===== config.mk =====
export PLATFORM = sky130hd
export DESIGN_NAME = circ_buffer_ptr_ctrl
export DESIGN_NICKNAME = d
export VERILOG_FILES = /design/src/rtl/circ_buffer_ptr_ctrl.sv
export SDC_FILE = /design/constraint.sdc
export NUM_CORES = 1
export LEC_CHECK = 0
export BUFFER_PORTS_ARGS = -buffer_cell sky130_fd_sc_hd__buf_2
export CORE_AREA = 3 3 44 46
export DETAILED_ROUTE_END_ITERATION = 16
export DIE_AREA = 0 0 47 49
export PLACE_DENSITY = 0.87
export SLEW_MARGIN = 15
export SYNTH_ARGS = -nofsm -noshare
export SYNTH_HDL_FRONTEND = slang
export SYNTH_SLANG_ARGS = --single-unit

===== constraint.sdc =====
create_clock -name clk -period 4.1 [get_ports clk]
set_clock_uncertainty 0.05 [all_clocks]
set_input_delay 0.205 -clock clk [delete_from_list [all_inputs] [get_ports clk]]
set_output_delay 0.205 -clock clk [all_outputs]
set_load 0.02 [all_outputs]

===== src/rtl/circ_buffer_ptr_ctrl.sv =====
// rtl/circ_buffer_ptr_ctrl.sv - read/write pointer controller for circular line/window buffers with mark/rewind replay
module circ_buffer_ptr_ctrl #(
    parameter int BufferWidth = 2,
    parameter int Depth       = 2**BufferWidth,
    parameter int CountWidth  = BufferWidth + 1
) (
    input  logic                   clk,
    input  logic                   sclr,
    input  logic                   WrEN,
    input  logic                   RdEN,
    input  logic                   Mark,
    input  logic                   Rewind,
    input  logic                   Release,
    output logic                   WrAccept,
    output logic                   RdAccept,
    output logic [BufferWidth-1:0] WrPointer,
    output logic [BufferWidth-1:0] RdPointer,
    output logic [CountWidth-1:0]  Count,
    output logic [CountWidth-1:0]  Replay,
    output logic                   MarkValid,
    output logic                   Full,
    output logic                   Empty,
    output logic                   Err
);

    // Last legal address; pointers wrap from here to zero even when Depth is not a power of two.
    localparam logic [BufferWidth-1:0] LP_LAST  = BufferWidth'(Depth - 1);
    localparam logic [CountWidth:0]    LP_DEPTH = (CountWidth + 1)'(Depth);

    logic [BufferWidth-1:0] r_wr_ptr;
    logic [BufferWidth-1:0] r_rd_ptr;
    logic [BufferWidth-1:0] r_mark_ptr;
    logic [CountWidth-1:0]  r_count;
    logic [CountWidth-1:0]  r_replay;
    logic                   r_mark_valid;
    logic                   r_err;

    logic [CountWidth:0]    w_occupancy;
    logic                   w_full;
    logic                   w_empty;
    logic                   w_wr_acc;
    logic                   w_rd_acc;
    logic                   w_rewind_hit;

    logic [BufferWidth-1:0] w_wr_ptr_nxt;
    logic [BufferWidth-1:0] w_rd_ptr_nxt;
    logic [BufferWidth-1:0] w_mark_ptr_nxt;
    logic [CountWidth-1:0]  w_count_nxt;
    logic [CountWidth-1:0]  w_replay_nxt;
    logic                   w_mark_valid_nxt;
    logic                   w_err_nxt;

    function automatic logic [BufferWidth-1:0] f_next_ptr(input logic [BufferWidth-1:0] p);
        return (p == LP_LAST) ? '0 : p + BufferWidth'(1);
    endfunction

    // Replayable entries still occupy RAM, so they count against capacity; flags use registered state only.
    assign w_occupancy  = {1'b0, r_count} + {1'b0, r_replay};
    assign w_full       = (w_occupancy == LP_DEPTH);
    assign w_empty      = (r_count == '0);
    assign w_wr_acc     = WrEN & ~w_full;
    assign w_rd_acc     = RdEN & ~w_empty & ~Rewind;
    assign w_rewind_hit = Rewind & r_mark_valid;

    // Next-state: pointer advance, occupancy bookkeeping and the Rewind > Mark > Release control priority.
    always_comb begin
        w_wr_ptr_nxt     = r_wr_ptr;
        w_rd_ptr_nxt     = r_rd_ptr;
        w_mark_ptr_nxt   = r_mark_ptr;
        w_mark_valid_nxt = r_mark_valid;
        w_replay_nxt     = '0;
        w_err_nxt        = r_err | (WrEN & w_full) | (RdEN & w_empty & ~Rewind);

        if (w_wr_acc) begin
            w_wr_ptr_nxt = f_next_ptr(r_wr_ptr);
        end
        if (w_rewind_hit) begin
            w_rd_ptr_nxt = r_mark_ptr;
        end else if (w_rd_acc) begin
            w_rd_ptr_nxt = f_next_ptr(r_rd_ptr);
        end

        // A rewind hands the replayed entries back to the unread pool; reads are blocked that cycle.
        w_count_nxt = r_count + (w_rewind_hit ? r_replay : '0)
                    + CountWidth'(w_wr_acc) - CountWidth'(w_rd_acc);

        if (Rewind) begin
            w_replay_nxt = '0;
        end else if (Mark) begin
            w_mark_ptr_nxt   = r_rd_ptr;
            w_mark_valid_nxt = 1'b1;
            w_replay_nxt     = CountWidth'(w_rd_acc);
        end else if (Release) begin
            w_mark_valid_nxt = 1'b0;
            w_replay_nxt     = '0;
        end else if (r_mark_valid) begin
            w_replay_nxt = r_replay + CountWidth'(w_rd_acc);
        end
    end

    // State register with synchronous clear that also discards any active mark.
    always_ff @(posedge clk) begin
        if (sclr) begin
            r_wr_ptr     <= '0;
            r_rd_ptr     <= '0;
            r_mark_ptr   <= '0;
            r_count      <= '0;
            r_replay     <= '0;
            r_mark_valid <= 1'b0;
            r_err        <= 1'b0;
        end else begin
            r_wr_ptr     <= w_wr_ptr_nxt;
            r_rd_ptr     <= w_rd_ptr_nxt;
            r_mark_ptr   <= w_mark_ptr_nxt;
            r_count      <= w_count_nxt;
            r_replay     <= w_replay_nxt;
            r_mark_valid <= w_mark_valid_nxt;
            r_err        <= w_err_nxt;
        end
    end

    assign WrAccept  = w_wr_acc;
    assign RdAccept  = w_rd_acc;
    assign WrPointer = r_wr_ptr;
    assign RdPointer = r_rd_ptr;
    assign Count     = r_count;
    assign Replay    = r_replay;
    assign MarkValid = r_mark_valid;
    assign Full      = w_full;
    assign Empty     = w_empty;
    assign Err       = r_err;

endmodule

==> results of run 1 <==
registers in the layout, indices dropped and copies added (netlist names):
signal / count
r_mark_ptr: 2
WrPointer: 2
MarkValid: 1
Count: 3
RdPointer: 2
Replay: 3
Err: 1
routing by layer:
metal	vias to the layer above	global-route usage	share of wire
met5	-	0	0
met4	0	0.08295	0.026
met3	7	0.02214	0.049
met2	21	0.2828	0.52
met1	311	0.1942	0.41
li1	338	-	-
area by class of cell:
cell class	instances	area share
tap	16	0.02030
clock buffer	3	0.02284
timing repair buffer	22	0.1117
inverter	9	0.03426
sequential	14	0.2843
multi-input combinational	62	0.5266
cells by family after synthesis:
family | share of synthesized area
AOI/OAI and AO/OA | 0.06221
xor gates and xnor gates | 0.04149
adders and majority gates | 0.2044
buffers and inverters | 0.05333
DFF | 0.3319
muxes | 0.07259
and+or+nand+nor | 0.2341
Yosys cell counts, drive strengths merged:
cell | n | area share
nor3 | 2 | 0.012
mux2i | 5 | 0.059
nor2 | 7 | 0.031
inv | 9 | 0.040
buf | 1 | 0.0089
nor4b | 1 | 0.028
nand2 | 3 | 0.013
nor2b | 4 | 0.030
a211oi | 2 | 0.018
mux2 | 1 | 0.013
a31oi | 1 | 0.0074
nand2b | 4 | 0.030
xnor2 | 2 | 0.021
a21boi | 1 | 0.013
o21ai | 2 | 0.012
and2 | 2 | 0.015
nor3b | 1 | 0.022
nand3 | 4 | 0.024
clkbuf | 1 | 0.0044
dfxtp | 14 | 0.33
fa | 3 | 0.071
and3 | 3 | 0.022
nor4 | 1 | 0.0074
xor2 | 2 | 0.021
ha | 9 | 0.13
a21oi | 2 | 0.012
metrics by stage:
stage / area [sq um] / power (mW) / util
after floorplan: 844.6 / 0.3477 / -
after global placement: 963.4 / 0.4008 / 0.6250
after detailed placement: 963.4 / 0.4178 / 0.6250
after CTS: 985.9 / 0.4934 / 0.6396
after global routing: 985.9 / 0.5214 / 0.6396
final: 985.9 / 0.4853 / 0.6396
tightest hold or removal path, delay by kind of cell:
kind	cells	cell delay (ns)
compound gates	1	0.07
buf+inv	1	0.11
simple gates	1	0.08
power groups by stage:
stage	clock (mW)	combinational, mW	sequential (mW)
after floorplan	0	0.140	0.208
after global placement	0	0.220	0.181
after detailed placement	0	0.233	0.184
after CTS	0.0781	0.234	0.181
after global routing	0.0836	0.253	0.185
final	0.0756	0.229	0.181
final timing paths:
path	startpoint	slack [ns]	to
max	Replay[0]	1.15	Count[2]
min reg2reg	r_mark_ptr[0]	0.45	RdPointer[0]
min	WrEN	0.18	Err
max reg2reg	Replay[0]	1.15	Count[2]
==> out/qor.txt, run 1 <==
status = completed
combinational share of power = 0.472
core area = 0.001541 sq mm
total grt overflow = 0
CP startpoint kind = flip-flop
Slew Limit Fails = 0
Clock Path Buffers = 2
WP data required = 4.21 ns
post-synthesis sequential area ratio = 0.3319
initial antenna violation count = 0
Int Power = 0.2894 mW
Worst-Skew Late Latency = 0.27 ns
routed wire length = 1686 microns
crit path buf inv count = 1
CP Cell Sequence = ha_1 > inv_1 > fa_1 > nor2b_1 > nor4b_4 > a21boi_2 > fa_1 > fa_1 > xnor2_1 > xnor2_1 > nor2_1
Nets = 131
synthesized area per cell = 9.708 sq um
largest net degree at the start of global routing = 16
die height = 49 microns
CP most frequent cell = fa_1
Critical Path AT = 3.07 ns
MaxCap Viol Count = 0
Routed wire per std cell = 13.38 microns
vias in the first global route = 676
setup_tns = 0 ns
Ant. Diodes = 0
CTS Buf Count = 3
Cell variety after synth = 27
multi-input logic area = 519.2 sq um
die width = 47 microns
Syn Inst Count = 87
H-tree depth = 1
first-pass GRT wire length = 2801 microns
clock power share = 0.156
# rows = 14
Buffers on Ports = 22
syn nets = 106
Final Hold Fails = 0
smallest hold slack = 0.1780 ns
DRC = 0
delay-heaviest family, CP = adder cells
CTS Hold Bufs = 0
Leak Pwr = 0.5160 nW
P per Cell Area = 492.2 mW/mm^2
worst-margin pin slew = 0.5149 ns
Root Buffer Master = clkbuf_4
gpl congestion = 0.8163
Global Route Usage Sum = 0.1670
commonest non-fill, non-tap cells in the layout = buf_2 (22), dfxtp_1 (14), inv_1 (9), ha_1 (9), nor2_1 (7)
switching part of the total power = 0.4036
clock slew seen by the registers of the worst setup and hold paths = 0.08 ns
critical path class = flip-flop to flip-flop
Setup Fix Bufs, Post-CTS = 0
Final period util = 0.7203
Seq cells post-synth = 14
via count = 677
via/cell ratio = 5.373
fillers = 133
Initial Utilization = 0.5479
Clock Sinks = 14
CTS tree = done
synth warn = 0
RSZ-0062 raised after global routing = false
worst slack at placement = 1.148 ns
Worst Path Max Fanout = 4
Final min period = 2.953 ns
Netlist Area Pre-Place = 844.6 sq um
f_max = 338.6 MHz
area grow syn2layout = 16.74%
Worst Slack Setup Final = 1.147 ns
number of routed nets with antenna violations = 0
CTS resizes = 0
FF-to-FF path depth = 11
most common cell after layout, fill and taps aside = buf_2
WHS Path Cells = 3
# setup viols final = 0
worst relative slew slack = 0.6536
Reg area = 280.3 sq um
initial drt markers = 11
I/O pin cnt = 23
die area = 0.002303 sq mm
NetSw = 0.1959 mW
Non-Filler Instances = 126
post-DP HPWL = 1414 microns
critical path depth = 11
layout cells sized above 1 = 0.2636
type of the tightest min-delay check = input port to flip-flop
Flop pwr share = 0.372
peak supply drop = 0.0002472 V
Inst Count DP = 123
CP endpoint kind = flip-flop
First-pass DRT Iterations = 4
Crit-path slowest cell = fa_1
Largest stage delay, worst path = 0.45 ns
Power figures use the tool's default switching activity.
==> run 2: changes to the inputs <==
--- a/config.mk
+++ b/config.mk
@@ -5,11 +5,12 @@
 export SDC_FILE = /design/constraint.sdc
 export NUM_CORES = 1
 export LEC_CHECK = 0
+export ABC_AREA = 1
 export BUFFER_PORTS_ARGS = -buffer_cell sky130_fd_sc_hd__buf_2
-export CORE_AREA = 3 3 44 46
+export CORE_AREA = 3 3 48 50
 export DETAILED_ROUTE_END_ITERATION = 16
-export DIE_AREA = 0 0 47 49
-export PLACE_DENSITY = 0.87
+export DIE_AREA = 0 0 51 53
+export PLACE_DENSITY = 0.8
 export SLEW_MARGIN = 15
 export SYNTH_ARGS = -nofsm -noshare
 export SYNTH_HDL_FRONTEND = slang
==> constraint.sdc (replaced) <==
create_clock -name clk -period 2.48 [get_ports clk]
set_clock_uncertainty 0.05 [all_clocks]
set_input_delay 0.124 -clock clk [delete_from_list [all_inputs] [get_ports clk]]
set_output_delay 0.124 -clock clk [all_outputs]
set_load 0.02 [all_outputs]
==> run 2 against run 1 <==
  * The run now ends with setup timing left
  * Area after synthesis grew 5.0%
  * Critical path type unchanged
  * Via count grew 31%
  * Sequential share of layout area shrank 4.7 points
  * Power grew 100%
==> out/qor.txt, run 2 <==
CTS Buf Count = 3
top cells by count, synth = inv_1 (28), nor2_1 (22), nand2_1 (15), dfxtp_1 (14), ha_1 (9)
via count = 886
Buffers on Ports = 22
vias in the first global route = 922
worst relative slew slack = 0.8324
initial drt markers = 8
commonest non-fill, non-tap cells in the layout = inv_1 (26), buf_2 (22), nor2_1 (21)
min-delay src = WrEN
failing checks = setup timing
Slew Limit Fails = 0
Inst Count DP = 182
CP Cell Sequence = ha_4 > inv_2 > fa_1 > nand2_1 > nor2_2 > nand2_2 > inv_4 > nor2_4 > fa_2 > fa_2 > xor2_1 > nand2_1 > nand2_1 > nand2_1 > nand2_1 > nor2_1
first-pass GRT wire length = 3760 microns
I/O pin cnt = 23
fillers = 173
gpl congestion = 0.7854
status = complete, but fails checks
Worst Path Max Fanout = 2
Ant. Diodes = 0
Leak Pwr = 0.6648 nW
# setup viols final = 2
EDFF count, synth = 0
Final min period = 2.717 ns
post-DP HPWL = 1756 microns
DRC = 0
number of routed nets with antenna violations = 0
Placed Instance Area = 0.001151 sq mm
synthesized area per cell = 7.271 sq um
delay-heaviest family, CP = adder cells
Critical Path AT = 2.87 ns
Initial Utilization = 0.4568
P per Cell Area = 794.1 mW/mm^2
Clock Path Buffers = 2
most common cell after layout, fill and taps aside = inv_1
CTS resizes = 0
Yosys top cell area share = 0.3159
synth warn = 0
total grt overflow = 0
layout cells sized above 1 = 0.3681
count leader, synth = inv_1
CP most frequent cell = nand2_1
worst-margin pin slew = 0.2493 ns
Cell variety after synth = 20
Routed wire per std cell = 11.15 microns
ys flop type = dfxtp_1
# rows = 16
f_max = 368.0 MHz
First-pass DRT Iterations = 4
CP startpoint kind = flip-flop
Post-synth ARST share = 0
Crit-path slowest cell = fa_1
setup_tns = -0.2456 ns
FF-to-FF Start = Count[0]
RSZ-0062 raised after global routing = true
Synth area leader = dfxtp_1
Netlist Area Pre-Place = 887.1 sq um
MaxCap Viol Count = 0
core area = 0.001942 sq mm
WP data required = 2.63 ns
worst slack at placement = -0.2797 ns
Root Buffer Master = clkbuf_4
syn nets = 141
die width = 51 microns
Reg2Reg Setup Slack = -0.24 ns
reg2reg end = Count[2]
post-synthesis sequential area ratio = 0.3159
CTS tree = done
Worst Slack Setup Final = -0.2374 ns
routed wire length = 2118 microns
FF-to-FF path depth = 16
largest net degree at the start of global routing = 9
initial antenna violation count = 0
clock slew seen by the registers of the worst setup and hold paths = 0.09 ns
Largest stage delay, worst path = 0.47 ns
largest cells by area after synthesis = dfxtp_1 (32%), ha_1 (13%), inv_1 (12%)
final instance area = 0.001222 sq mm
WHS Path Cells = 3
critical path class = flip-flop to flip-flop
Nets = 183
WHS Endpoint = Err
Worst-Skew Late Latency = 0.29 ns
Final period util = 1.096
peak supply drop = 0.0005373 V
via/cell ratio = 4.663
Clock Sinks = 14
critical path depth = 16
Final Hold Fails = 0
Syn Inst Count = 122
CP endpoint kind = flip-flop
type of the tightest min-delay check = input port to flip-flop
Global Route Usage Sum = 0.1917
Seq cells post-synth = 14
crit path buf inv count = 2
die area = 0.002703 sq mm
die height = 53 microns
Non-Filler Instances = 190
area grow syn2layout = 37.80%
H-tree depth = 1
-- run 2: cell types whose count changed in the layout (fill, tap and decap cells not counted), sizes merged, moves of 4 or more --
cell	before	now
mux2i	5	0
nand2	3	20
nor2b	4	0
inv	9	29
nor2	7	23
nand2b	4	0
buf	22	35
a21oi	2	6
-- run 2: worst max path at each step --
| stage | from | endpoint | slack [ns] |
|---|---|---|---|
| finish | Count[0] | Count[2] | -0.24 |
| global route | Count[0] | Count[2] | -0.42 |
| CTS | Count[0] | Count[2] | -0.24 |
| detailed placement | Count[0] | Count[2] | -0.28 |
| global placement | Count[0] | Count[2] | -0.17 |
| floorplan | Count[0] | Count[2] | -0.29 |
-- run 2: timing repair --
item | 4_1_cts | 5_1_grt
pin swaps | 2 | 0
gates cloned | 0 | 0
setup endpoints to repair | 2 | 2
endpoints found under the hold margin | 1 | 0
setup buffers | 1 | 1
hold buffers | 2 | 0
-- run 2: metrics by stage --
step | total power, mW | hold WS, ns | util
after floorplan | 0.6097 | 0.1357 | -
after global placement | 0.7622 | 0.3108 | 0.5928
after detailed placement | 0.7909 | 0.3188 | 0.5928
after CTS | 0.9723 | 0.1054 | 0.6256
after global routing | 1.052 | 0.1330 | 0.6295
final | 0.9708 | 0.1139 | 0.6295
-- run 2: cell type report --
cell class | instances | area (sq um) | share of cell area
clock buffer | 4 | 36.28 | 0.02968
inverter | 29 | 111.4 | 0.09110
multi-input combinational | 79 | 523.0 | 0.4278
sequential | 14 | 290.3 | 0.2375
tap | 27 | 33.78 | 0.02764
timing repair buffer | 37 | 227.7 | 0.1863
-- run 2: worst register-to-register path, stage by stage (launching register included) --
cell,delay (ns)
dfxtp_4,0.37
ha_4,0.13
inv_2,0.03
fa_1,0.47
nand2_1,0.06
nor2_2,0.12
nand2_2,0.09
inv_4,0.07
nor2_4,0.04
fa_2,0.35
fa_2,0.37
xor2_1,0.17
nand2_1,0.07
nand2_1,0.08
nand2_1,0.06
nand2_1,0.05
nor2_1,0.04
-- run 2: cell families after synthesis --
logic type | count (synthesis) | synth area share
compound gates | 12 | 0.07899
flops | 14 | 0.3159
buf+inv | 29 | 0.1227
simple gates | 52 | 0.2581
xor+xnor | 3 | 0.02962
fa+ha+maj | 12 | 0.1946
-- run 2: per-layer routing --
metal | part of all wire | up-vias | GRT usage
li1 | - | 452 | -
met1 | 0.39 | 404 | 0.2059
met2 | 0.53 | 23 | 0.3498
met3 | 0.049 | 7 | 0.03662
met4 | 0.031 | 0 | 0.1076
met5 | 0 | - | 0
-- run 2: power by group --
group	leakage [nW]	switching (mW)	total, mW	internal, mW
clock network	0.0210	0.0831	0.173	0.0896
logic	0.527	0.283	0.498	0.215
registers	0.117	0.0338	0.300	0.266
total	0.665	0.400	0.971	0.571
==> run 3: changes to the inputs <==
--- a/config.mk
+++ b/config.mk
@@ -10,7 +10,7 @@
 export CORE_AREA = 3 3 48 50
 export DETAILED_ROUTE_END_ITERATION = 16
 export DIE_AREA = 0 0 51 53
-export PLACE_DENSITY = 0.8
+export PLACE_DENSITY = 0.74
 export SLEW_MARGIN = 15
 export SYNTH_ARGS = -nofsm -noshare
 export SYNTH_HDL_FRONTEND = slang
==> run 3 against run 2 <==
  * The flow still finishes with violations (setup timing)
  * Critical path depth is 1 lower
  * Cell count down 1.1%
  * Clock power fell by 20%
  * Register-to-register slack hardly changed
  * Core utilization is 1.0 points lower
  * Critical path type unchanged
==> out/qor.txt, run 3 (synthesis results as in run 2) <==
status = complete, but fails checks
failing checks = setup timing
Final period util = 1.090
worst relative slew slack = 0.8198
Worst Path Max Fanout = 2
type of the tightest min-delay check = input port to flip-flop
setup_tns = -0.2383 ns
Worst-Skew Late Latency = 0.29 ns
Final min period = 2.703 ns
CP Capture Point = Count[2]
CP Cell Sequence = ha_4 > inv_2 > fa_2 > nand2_2 > nor2_4 > nand2_2 > inv_4 > nor2_4 > fa_2 > fa_2 > xor2_1 > nand2_1 > nand2_1 > nor2_1 > nor2_1
Critical Path AT = 2.84 ns
Crit-path slowest cell = fa_2
Routed wire per std cell = 10.69 microns
MaxCap Viol Count = 0
Worst Slack Setup Final = -0.2231 ns
via count = 840
FF-to-FF path depth = 15
Reg2Reg Setup Slack = -0.22 ns
die width = 51 microns
routed wire length = 2010 microns
critical path class = flip-flop to flip-flop
Leak Pwr = 0.6499 nW
PnR Total Power = 0.9399 mW
delay-heaviest family, CP = adder cells
DRC = 0
area grow syn2layout = 35.54%
H-tree depth = 1
I/O pin cnt = 23
worst-margin pin slew = 0.2693 ns
die height = 53 microns
RSZ-0062 raised after global routing = true
fillers = 179
Root Buffer Master = clkbuf_4
multi-input logic area = 533.0 sq um
reg2reg end = Count[2]
number of routed nets with antenna violations = 0
Initial Utilization = 0.4568
vias in the first global route = 825
FF-to-FF Start = Count[0]
Final Hold Fails = 0
total grt overflow = 0
Clock Sinks = 14
critical path launch point = Count[0]
commonest non-fill, non-tap cells in the layout = inv_1 (26), buf_2 (22), nor2_1 (21)
Global Route Usage Sum = 0.1721
Largest stage delay, worst path = 0.52 ns
layout cells sized above 1 = 0.3789
critical path depth = 15
f_max = 370.0 MHz
first-pass GRT wire length = 3456 microns
Top Usage Layer GRT = met2
Ant. Diodes = 0
largest net degree at the start of global routing = 9
crit path buf inv count = 2
final core occ = 0.6192
WP data required = 2.62 ns
most common cell after layout, fill and taps aside = inv_1
# rows = 16
met1 Usage GRT = 0.1959
CP endpoint kind = flip-flop
core area = 0.001942 sq mm
GR Util met3 = 0.03380
gpl congestion = 0.7758
via/cell ratio = 4.468
routing usage on met2 = 0.3197
CTS Buf Count = 3
Nets = 181
clock slew seen by the registers of the worst setup and hold paths = 0.09 ns
Reg area = 290.3 sq um
P per Cell Area = 781.7 mW/mm^2
die area = 0.002703 sq mm
initial antenna violation count = 0
Slew Limit Fails = 0
First-pass DRT Iterations = 4
# setup viols final = 2
CP startpoint kind = flip-flop
CP most frequent cell = fa_2
Buffers on Ports = 22
peak supply drop = 0.0004465 V
initial drt markers = 7
CTS tree = done
Clock Path Buffers = 2
post-DP HPWL = 1715 microns
## run 3: per-layer routing
layer  wire, microns  up-vias
met5               0        -
met2            1016       21
met4              25        0
met3              88        2
met1             880      367
li1                -      450
## run 3: area by class of cell
class,instances,area share
multi-input combinational,79,0.4433
sequential,14,0.2414
inverter,29,0.09261
clock buffer,4,0.02185
tap,27,0.02810
timing repair buffer,35,0.1727
## run 3: power breakdown
part | switching (mW) | leakage [nW] | internal (mW) | total (mW)
combinational | 0.283 | 0.518 | 0.220 | 0.503
clock | 0.0751 | 0.0150 | 0.0625 | 0.138
sequential | 0.0331 | 0.117 | 0.266 | 0.299
total | 0.391 | 0.650 | 0.548 | 0.940
## run 3: repair_timing
item,4_1_cts,5_1_grt
gates resized for setup,0,3
pin swaps,3,0
hold buffers,0,0
setup endpoints to repair,2,2
buffers inserted,1,1
## run 3: how the worst min path moves through the flow
stage,startpoint,end,cells after the start
6_report,sclr,Count[1],2
5_1_grt,sclr,RdPointer[1],2
4_1_cts,sclr,RdPointer[1],2
3_5_place_dp,sclr,RdPointer[1],2
3_3_place_gp,sclr,RdPointer[1],2
2_1_floorplan,sclr,Count[0],1
## run 3: per-stage QoR
stage | hold WS (ns) | cells | worst slack [ns] | instance area, sq um
final | 0.02906 | 188 | -0.2231 | 1202
after global routing | 0.02985 | 188 | -0.3654 | 1202
after global placement | 0.3164 | 182 | -0.1685 | 1151
after CTS | 0.01655 | 187 | -0.2209 | 1185
after floorplan | 0.1357 | 122 | -0.2866 | 924.6
after detailed placement | 0.3218 | 182 | -0.2496 | 1151
